`config.mk`:
```
export PLATFORM = sky130hd
export DESIGN_NAME = serial_paralelo
export DESIGN_NICKNAME = d
export VERILOG_FILES = /design/src/rtl/serial_paralelo.sv
export SDC_FILE = /design/constraint.sdc
export NUM_CORES = 1
export LEC_CHECK = 0
export CAP_MARGIN = 20
export CORE_MARGIN = 2
export CORE_UTILIZATION = 52
export CTS_BUF_LIST = sky130_fd_sc_hd__clkbuf_4 sky130_fd_sc_hd__clkbuf_8 sky130_fd_sc_hd__clkbuf_16
export DETAILED_ROUTE_END_ITERATION = 7
export PLACE_DENSITY = 0.76
export SETUP_SLACK_MARGIN = 0.5
export SYNTH_ARGS = -nofsm -noshare
export SYNTH_HDL_FRONTEND = slang
export SYNTH_SLANG_ARGS = --single-unit
```
`constraint.sdc`:
```
create_clock -name clk_32f -period 2.4 [get_ports clk_32f]
set_clock_uncertainty 0.1 [all_clocks]
set_input_delay 0.6 -clock clk_32f [delete_from_list [all_inputs] [get_ports clk_32f]]
set_output_delay 0.6 -clock clk_32f [all_outputs]
set_load 0.02 [all_outputs]
```
`src/rtl/serial_paralelo.sv`:
```
// rtl/serial_paralelo.sv - serial-to-parallel byte deserializer with comma-based byte alignment
//
// Purpose:
//   Shifts a serial bit stream (MSB first) into a byte register, locks byte
//   alignment after SYNC_COUNT consecutive aligned COM characters, then
//   presents every non-COM byte on data_out for one full byte slot.
//
// Ports:
//   clk_32f    in   1  bit clock, all state changes on its rising edge
//   reset      in   1  asynchronous, active-low reset
//   data_in    in   1  serial data, MSB of each byte first
//   data_out   out  8  last received non-COM byte (registered)
//   valid_out  out  1  data_out holds the byte of the current slot (registered)
//   active     out  1  byte alignment achieved (registered)

module serial_paralelo #(
    parameter logic [7:0] COM        = 8'hBC,
    parameter int         SYNC_COUNT = 4
) (
    input  logic       clk_32f,
    input  logic       reset,
    input  logic       data_in,
    output logic [7:0] data_out,
    output logic       valid_out,
    output logic       active
);

    localparam int BCW = (SYNC_COUNT < 2) ? 1 : $clog2(SYNC_COUNT + 1);

    typedef enum logic [1:0] {
        SEARCH = 2'd0,
        ALIGN  = 2'd1,
        ACTIVE = 2'd2
    } state_t;

    state_t         r_state;
    state_t         w_state_next;
    logic [7:0]     r_sr;
    logic [7:0]     w_sr_next;
    logic [2:0]     r_bit_cnt;
    logic [2:0]     w_bit_cnt_next;
    logic [BCW-1:0] r_bc_cnt;
    logic [BCW-1:0] w_bc_cnt_next;
    logic [BCW-1:0] w_bc_inc;
    logic [7:0]     r_data_out;
    logic [7:0]     w_data_next;
    logic           r_valid;
    logic           w_valid_next;
    logic           r_active;
    logic           w_active_next;
    logic           w_is_com;
    logic           w_boundary;

    // The byte under test always includes the bit arriving this cycle, so
    // outputs update on the same edge that samples the LSB.
    assign w_sr_next  = {r_sr[6:0], data_in};
    assign w_is_com   = (w_sr_next == COM);
    assign w_boundary = (r_bit_cnt == 3'd7);
    assign w_bc_inc   = r_bc_cnt + BCW'(1);

    always_comb begin
        w_state_next   = r_state;
        w_bit_cnt_next = r_bit_cnt + 3'd1;
        w_bc_cnt_next  = r_bc_cnt;
        w_data_next    = r_data_out;
        w_valid_next   = r_valid;
        w_active_next  = r_active;

        case (r_state)
            SEARCH: begin
                // Bit-by-bit hunt; the COM just found is the first of the run.
                w_bit_cnt_next = 3'd0;
                w_valid_next   = 1'b0;
                w_bc_cnt_next  = '0;
                if (w_is_com) begin
                    w_bc_cnt_next = BCW'(1);
                    if (SYNC_COUNT <= 1) begin
                        w_state_next  = ACTIVE;
                        w_active_next = 1'b1;
                    end else begin
                        w_state_next = ALIGN;
                    end
                end
            end
            ALIGN: begin
                w_valid_next = 1'b0;
                if (w_boundary) begin
                    if (w_is_com) begin
                        w_bc_cnt_next = w_bc_inc;
                        if (w_bc_inc == BCW'(SYNC_COUNT)) begin
                            w_state_next  = ACTIVE;
                            w_active_next = 1'b1;
                        end
                    end else begin
                        // The failing byte is dropped; the hunt resumes with
                        // the next bit.
                        w_state_next  = SEARCH;
                        w_bc_cnt_next = '0;
                    end
                end
            end
            ACTIVE: begin
                // Only byte boundaries are inspected, so a COM pattern
                // straddling two bytes cannot shift the alignment.
                if (w_boundary) begin
                    if (w_is_com) begin
                        w_valid_next = 1'b0;
                    end else begin
                        w_data_next  = w_sr_next;
                        w_valid_next = 1'b1;
                    end
                end
            end
            default: begin
                w_state_next = SEARCH;
            end
        endcase
    end

    always_ff @(posedge clk_32f or negedge reset) begin
        if (!reset) begin
            r_state    <= SEARCH;
            r_sr       <= 8'h00;
            r_bit_cnt  <= 3'd0;
            r_bc_cnt   <= '0;
            r_data_out <= 8'h00;
            r_valid    <= 1'b0;
            r_active   <= 1'b0;
        end else begin
            r_state    <= w_state_next;
            r_sr       <= w_sr_next;
            r_bit_cnt  <= w_bit_cnt_next;
            r_bc_cnt   <= w_bc_cnt_next;
            r_data_out <= w_data_next;
            r_valid    <= w_valid_next;
            r_active   <= w_active_next;
        end
    end

    assign data_out  = r_data_out;
    assign valid_out = r_valid;
    assign active    = r_active;

endmodule

```
==> results_dict.tcl, run 1 <==
set metrics [dict create \
    synthAdderAreaFrac_pct 5.00 \
    nets 100 \
    wirelength_mm 1.69 \
    synth-compound-area-share_pct 10.8 \
    avgSynthCellArea_sq_um 14.1 \
    ys_seq_elements 25 \
    fmax_ghz 0.535 \
    hp-start "r_sr[4]" \
    grt_antenna_before_repair 0 \
    hold_viol 0 \
    slowest_stage "or4b_4" \
    combPwrFrac_pct 6.9 \
    synth_top_family_by_area "compound AO/OA/AOI/OAI gates" \
    hold_path.class "reg2reg" \
    dp.cells 111 \
    ant_nets 0 \
    io_pins 13 \
    clock_path_buffers 2 \
    ys_seq_area_share_pct 62.5 \
    synth_mux_area_share_pct 9.00 \
    cp_max_fo 2 \
    start_util_pct 56.7 \
    arrival_ns 2.00 \
    r2r_slack_ns 0.54 \
    setup_viol 0 \
    min_period_over_period_pct 77.8 \
    min_to "r_sr[5]" \
    num_vias 637 \
    internal_power_uw 518 \
    routedWlPerCell_um 14.4 \
    dieArea_sq_mm 0.00229 \
    startpoint_type "input port" \
    slew_viol_final 0 \
    row_count 15 \
    power.leakage_uw 0.000583 \
    p_switching_uw 161 \
    numCtsBuffers 3 \
    syn_nets 78 \
    timing.critical_path.cells "clkdlybuf4s15_1 -> or4b_4 -> buf_4 -> a311o_2 -> o31ai_1" \
    rr_startpoint "r_sr[0]" \
    fp.dieH_um 47.9 \
    synthSimpleGateAreaFrac_pct 10.7 \
    power_switching_share_pct 23.7 \
    syn_area_sq_mm 0.00100 \
    endpoint_kind "flop" \
    grt_pass1_vias 621 \
    maxCapViolations 0 \
    layout.cells.most_common_list "25 x dfrtp_1, 10 x dlygate4sd2_1, 6 x mux2_2, 5 x nor2b_1, 5 x buf_4" \
    grt_pass1_wl_mm 2.89 \
    hold_depth 0 \
    r2r_end "r_bc_cnt[0]" \
    clock_latency_ns 0.33 \
    drtIter0Drc 5 \
    drive_gt1_share_pct 23.9 \
    diodes 0 \
    crit_buf_inv 2 \
    status "finished, final reports clean" \
    setup_tns_ns 0 \
    crit_family "simple AND/OR/NAND/NOR gates" \
    path_clk_slew_ns 0.14 \
    min_period_ns 1.87 \
    first_pass_iters 2 \
    hold_slack_ns 0.323 \
    syn_to_final_growth_pct 23.0 \
    cts-root-buf "clkbuf_4" \
    gp_congestion 0.756 \
    route.detailed.drc 0 \
    worstPathRequired_ns 2.54 \
    worstMarginPinSlew_ns 0.304 \
    slowest_delay_ns 0.54 \
    peakVddDrop_mv 0.477 \
    p_per_area_mw_per_mm2 551 \
    via_per_inst 5.44 \
    holdBufCountCts 0 \
    path_class "in2reg" \
    htree_levels 1 \
    port_buffers 12 \
    cts_tree "built" \
    nFillCells 139 \
    grtUsageTotal_pct 19.1 \
    maxSlewHeadroom_pct 79.8 \
    r2r_cells 4 \
    stdcell_count 117 \
    netlist_instances 71 \
    clkPwrFrac_pct 27.9 \
    yosysUniqueCellTypes 24 \
    ys_warn_count 0 \
    core_area_sq_mm 0.00176 \
    clkSinkCount 25 \
    grt_start_max_net_pins 26 \
    hpwl_mm 1.14 \
    final_common_cell "dfrtp_1" \
    synth_xor_xnor_area_share_pct 0.875 \
    grt.overflow.total 0 \
    power.share.sequential_pct 65.3 \
    rsz0062_at_grt "false" \
    fp.dieW_um 47.9 \
]
[power by group through the flow]
stage,logic (uW),registers (uW),clock network [uW]
2_1_floorplan,9.31,458,0
3_5_place_dp,50.0,452,0
6_report,46.5,443,189
3_3_place_gp,49.5,451,0
4_1_cts,47.6,443,195
5_1_grt,51.2,445,208
[cells by family after synthesis]
family	count (synthesis)
DFF	25
and+or+nand+nor	17
AOI/OAI and AO/OA	13
muxes	8
adders and majority gates	4
buffers and inverters	3
xor gates and xnor gates	1
[per-stage QoR]
step                      power [uW]  setup slack, ns  utilization (%)  cell area (sq um)
after floorplan                  468            0.447                -               1000
after global routing             704            0.503             69.8               1230
after detailed placement         502          -0.0845             66.8               1180
after global placement           501          -0.0390             66.8               1180
after CTS                        686            0.502             69.6               1230
final                            678            0.532             69.8               1230
[final cells by class]
| cell class | count | area (sq um) | share of cell area, % |
|---|---|---|---|
| clock buffer | 3 | 22.5 | 1.83 |
| clock inverter | 1 | 5.00 | 0.407 |
| inverter | 2 | 7.51 | 0.610 |
| multi-input combinational | 43 | 374 | 30.4 |
| sequential | 25 | 626 | 50.8 |
| tap | 25 | 31.3 | 2.54 |
| timing repair buffer | 18 | 165 | 13.4 |
[cells in the mapped netlist]
| cell type | n | area (sq um) |
|---|---|---|
| and4_1 | 1 | 8.76 |
| nand4_1 | 1 | 6.26 |
| dfrtp_1 | 25 | 626 |
| ha_1 | 4 | 50.1 |
| clkbuf_1 | 1 | 3.75 |
| nor2_1 | 3 | 11.3 |
| nand2_1 | 2 | 7.51 |
| mux2_2 | 8 | 90.1 |
| o21ai_0 | 4 | 20.0 |
| xor2_1 | 1 | 8.76 |
| and3b_1 | 1 | 8.76 |
| o2111ai_1 | 1 | 8.76 |
| o211ai_4 | 1 | 21.3 |
| inv_1 | 2 | 7.51 |
| o21a_1 | 1 | 7.51 |
| o21bai_1 | 1 | 7.51 |
| nor4b_1 | 1 | 8.76 |
| nor2b_1 | 6 | 37.5 |
| or4b_4 | 1 | 13.8 |
| a311o_2 | 1 | 11.3 |
| o22ai_1 | 1 | 6.26 |
| o31ai_1 | 1 | 7.51 |
| a311oi_1 | 2 | 17.5 |
| nand3_1 | 1 | 5.00 |
[layer usage]
layer,GRT usage (%),wire [um],up-vias
li1,-,-,304
met1,27.0,808,319
met2,27.5,791,9
met3,3.40,42,5
met4,11.4,44,0
met5,0,0,-
[how the worst max path moves through the flow]
stage	from	end	cells past startpoint
CTS	data_in	data_out[3]	5
global route	r_sr[0]	r_bc_cnt[0]	4
global placement	data_in	data_out[2]	4
detailed placement	data_in	data_out[4]	4
floorplan	data_in	data_out[0]	3
finish	data_in	r_bc_cnt[0]	5
[sequential cells by signal, indices dropped and copies added, names as in the netlist]
register and cells:
data_out 8, r_bc_cnt 3, r_state 2, r_sr 7, r_bit_cnt 3, active 1
valid_out 1
[repair_timing]
action,CTS,global route
gates resized for setup,14,1
setup endpoints to repair,19,9
buffers inserted,2,0
pin swaps,2,2
Note: power is estimated with default switching activity, not from simulation.
==> run 2: changes to the inputs <==
Settings changed: CORE_UTILIZATION 52 to 47, PLACE_DENSITY 0.76 to 0.72.
Clock period 2.4 ns to 1.5 ns, I/O delays scaled along.
==> results_dict.tcl, run 2 (synthesis gave the netlist of run 1 again) <==
set metrics [dict create \
    status "finished with violations" \
    violations "setup timing" \
    hold_viol 0 \
    drive_gt1_share_pct 59.8 \
    port_buffers 12 \
    htree_levels 1 \
    rr_startpoint "r_sr[5]" \
    path_class "reg2reg" \
    hold_path.class "in2async" \
    drtIter0Drc 8 \
    core_area_sq_mm 0.00198 \
    arrival_ns 1.92 \
    maxCapViolations 0 \
    min_period_over_period_pct 121 \
    largest_register_ffs 8 \
    gp_congestion 0.888 \
    hold_slack_ns 0.295 \
    slew_viol_final 0 \
    nets 120 \
    setup_ws_ns -0.308 \
    num_vias 748 \
    nFillCells 110 \
    setup_viol 10 \
    dp.cells 123 \
    cts-root-buf "clkbuf_4" \
    clkSinkCount 25 \
    fp.dieH_um 50.2 \
    final_common_cell "dfrtp_1" \
    diodes 0 \
    cts_tree "built" \
    rsz0062_at_grt "true" \
    maxSlewHeadroom_pct 76.0 \
    p_per_area_mw_per_mm2 733 \
    syn_to_final_growth_pct 57.6 \
    grt_pass1_wl_mm 3.75 \
    route.detailed.drc 0 \
    place_ws_ns -0.736 \
    wirelength_mm 2.29 \
    grt_pass1_vias 801 \
    first_pass_iters 4 \
    grt_antenna_before_repair 0 \
    grt_start_max_net_pins 26 \
    stdcell_area_sq_mm 0.00158 \
    worstPathRequired_ns 1.62 \
    io_pins 13 \
    fmax_ghz 0.553 \
    min_period_ns 1.81 \
    seqCellArea_sq_um 627 \
    endpoint_kind "flop" \
    cp-startpoint "r_sr[5]" \
    start_util_pct 50.5 \
    layout.cells.most_common_list "24 x dfrtp_1, 18 x buf_4, 16 x buf_6, 8 x mux2_4, 4 x clkbuf_4" \
    holdBufCountCts 0 \
    grtUsageTotal_pct 20.3 \
    fp.dieW_um 50.2 \
    clock_latency_ns 0.32 \
    worstMarginPinSlew_ns 0.359 \
    row_count 16 \
    clock_path_buffers 2 \
    cp_max_fo 8 \
    dieArea_sq_mm 0.00252 \
    multi_input_area_sq_um 505 \
    grt.overflow.total 0 \
    placed_cell_area_sq_mm 0.00129 \
    routedWlPerCell_um 16.4 \
    via_per_inst 5.38 \
    peakVddDrop_mv 0.734 \
    power.leakage_uw 0.000735 \
    stdcell_count 139 \
    startpoint_type "flop" \
    hpwl_mm 1.24 \
    ant_nets 0 \
    numCtsBuffers 3 \
    path_clk_slew_ns 0.12 \
]
==> run 2: changes by cell type in the layout (fill, tap and decap cells not counted), moves of 2 or more <==
cell / before / now
a311oi_2: 0 / 2
nor2_1: 3 / 1
nor2b_4: 0 / 2
ha_4: 0 / 2
dlygate4sd2_1: 10 / 1
nor2b_1: 5 / 3
mux2_4: 2 / 8
buf_6: 0 / 16
mux2_2: 6 / 0
a311oi_1: 2 / 0
buf_4: 5 / 18
ha_1: 4 / 2
==> run 2: per-stage QoR <==
| step | util (%) | TNS, ns | total power (uW) |
|---|---|---|---|
| 3_5_place_dp | 65.3 | -8.77 | 821 |
| 4_1_cts | 76.3 | -3.14 | 1160 |
| 5_1_grt | 79.6 | -3.36 | 1210 |
| 6_report | 79.6 | -2.98 | 1160 |
| 2_1_floorplan | - | -2.46 | 748 |
| 3_3_place_gp | 65.3 | -8.53 | 819 |
==> run 2: final cells by class <==
| type | instances | area share (%) |
|---|---|---|
| Clock buffer | 4 | 1.90 |
| Inverter | 2 | 0.476 |
| Multi-Input combinational cell | 43 | 32.0 |
| Sequential cell | 25 | 39.7 |
| Tap cell | 27 | 2.14 |
| Timing Repair Buffer | 38 | 23.7 |
==> run 2: timing repair <==
item	4_1_cts	5_1_grt
resized for setup	85	7
cloned	0	0
pin swaps	11	6
buffers inserted	7	5
endpoints found under the setup margin	28	28
endpoints found under the hold margin	0	0
==> run 2: final timing paths <==
path                       cells past startpoint           to  slack [ns]
min in group clk_32f                           2      r_sr[0]        0.34
min                                            2  data_out[0]        0.30
min reg2reg                                    1      r_sr[3]        0.41
max in group asynchronous                      2   r_state[1]        0.85
max reg2reg                                    4  data_out[2]       -0.31
max                                            4  data_out[2]       -0.31
==> run 2: critical path, cell delays in order (launching register included) <==
cell,delay [ns]
dfrtp_1,0.41
or4b_4,0.55
o211ai_4,0.19
buf_12,0.16
mux2_4,0.30
==> run 2: where the power goes <==
group,total (uW),switching (uW),internal (uW)
clock,312,190,122
sequential,709,14.6,695
combinational,135,57.6,77.8
==> run 2: layer usage <==
layer | global-route usage (%) | vias to the layer above | wire [um]
met5 | 0 | - | 0
met4 | 10.2 | 0 | 65
met3 | 2.98 | 7 | 49
met2 | 33.6 | 18 | 1210
met1 | 25.9 | 379 | 964
li1 | - | 344 | -
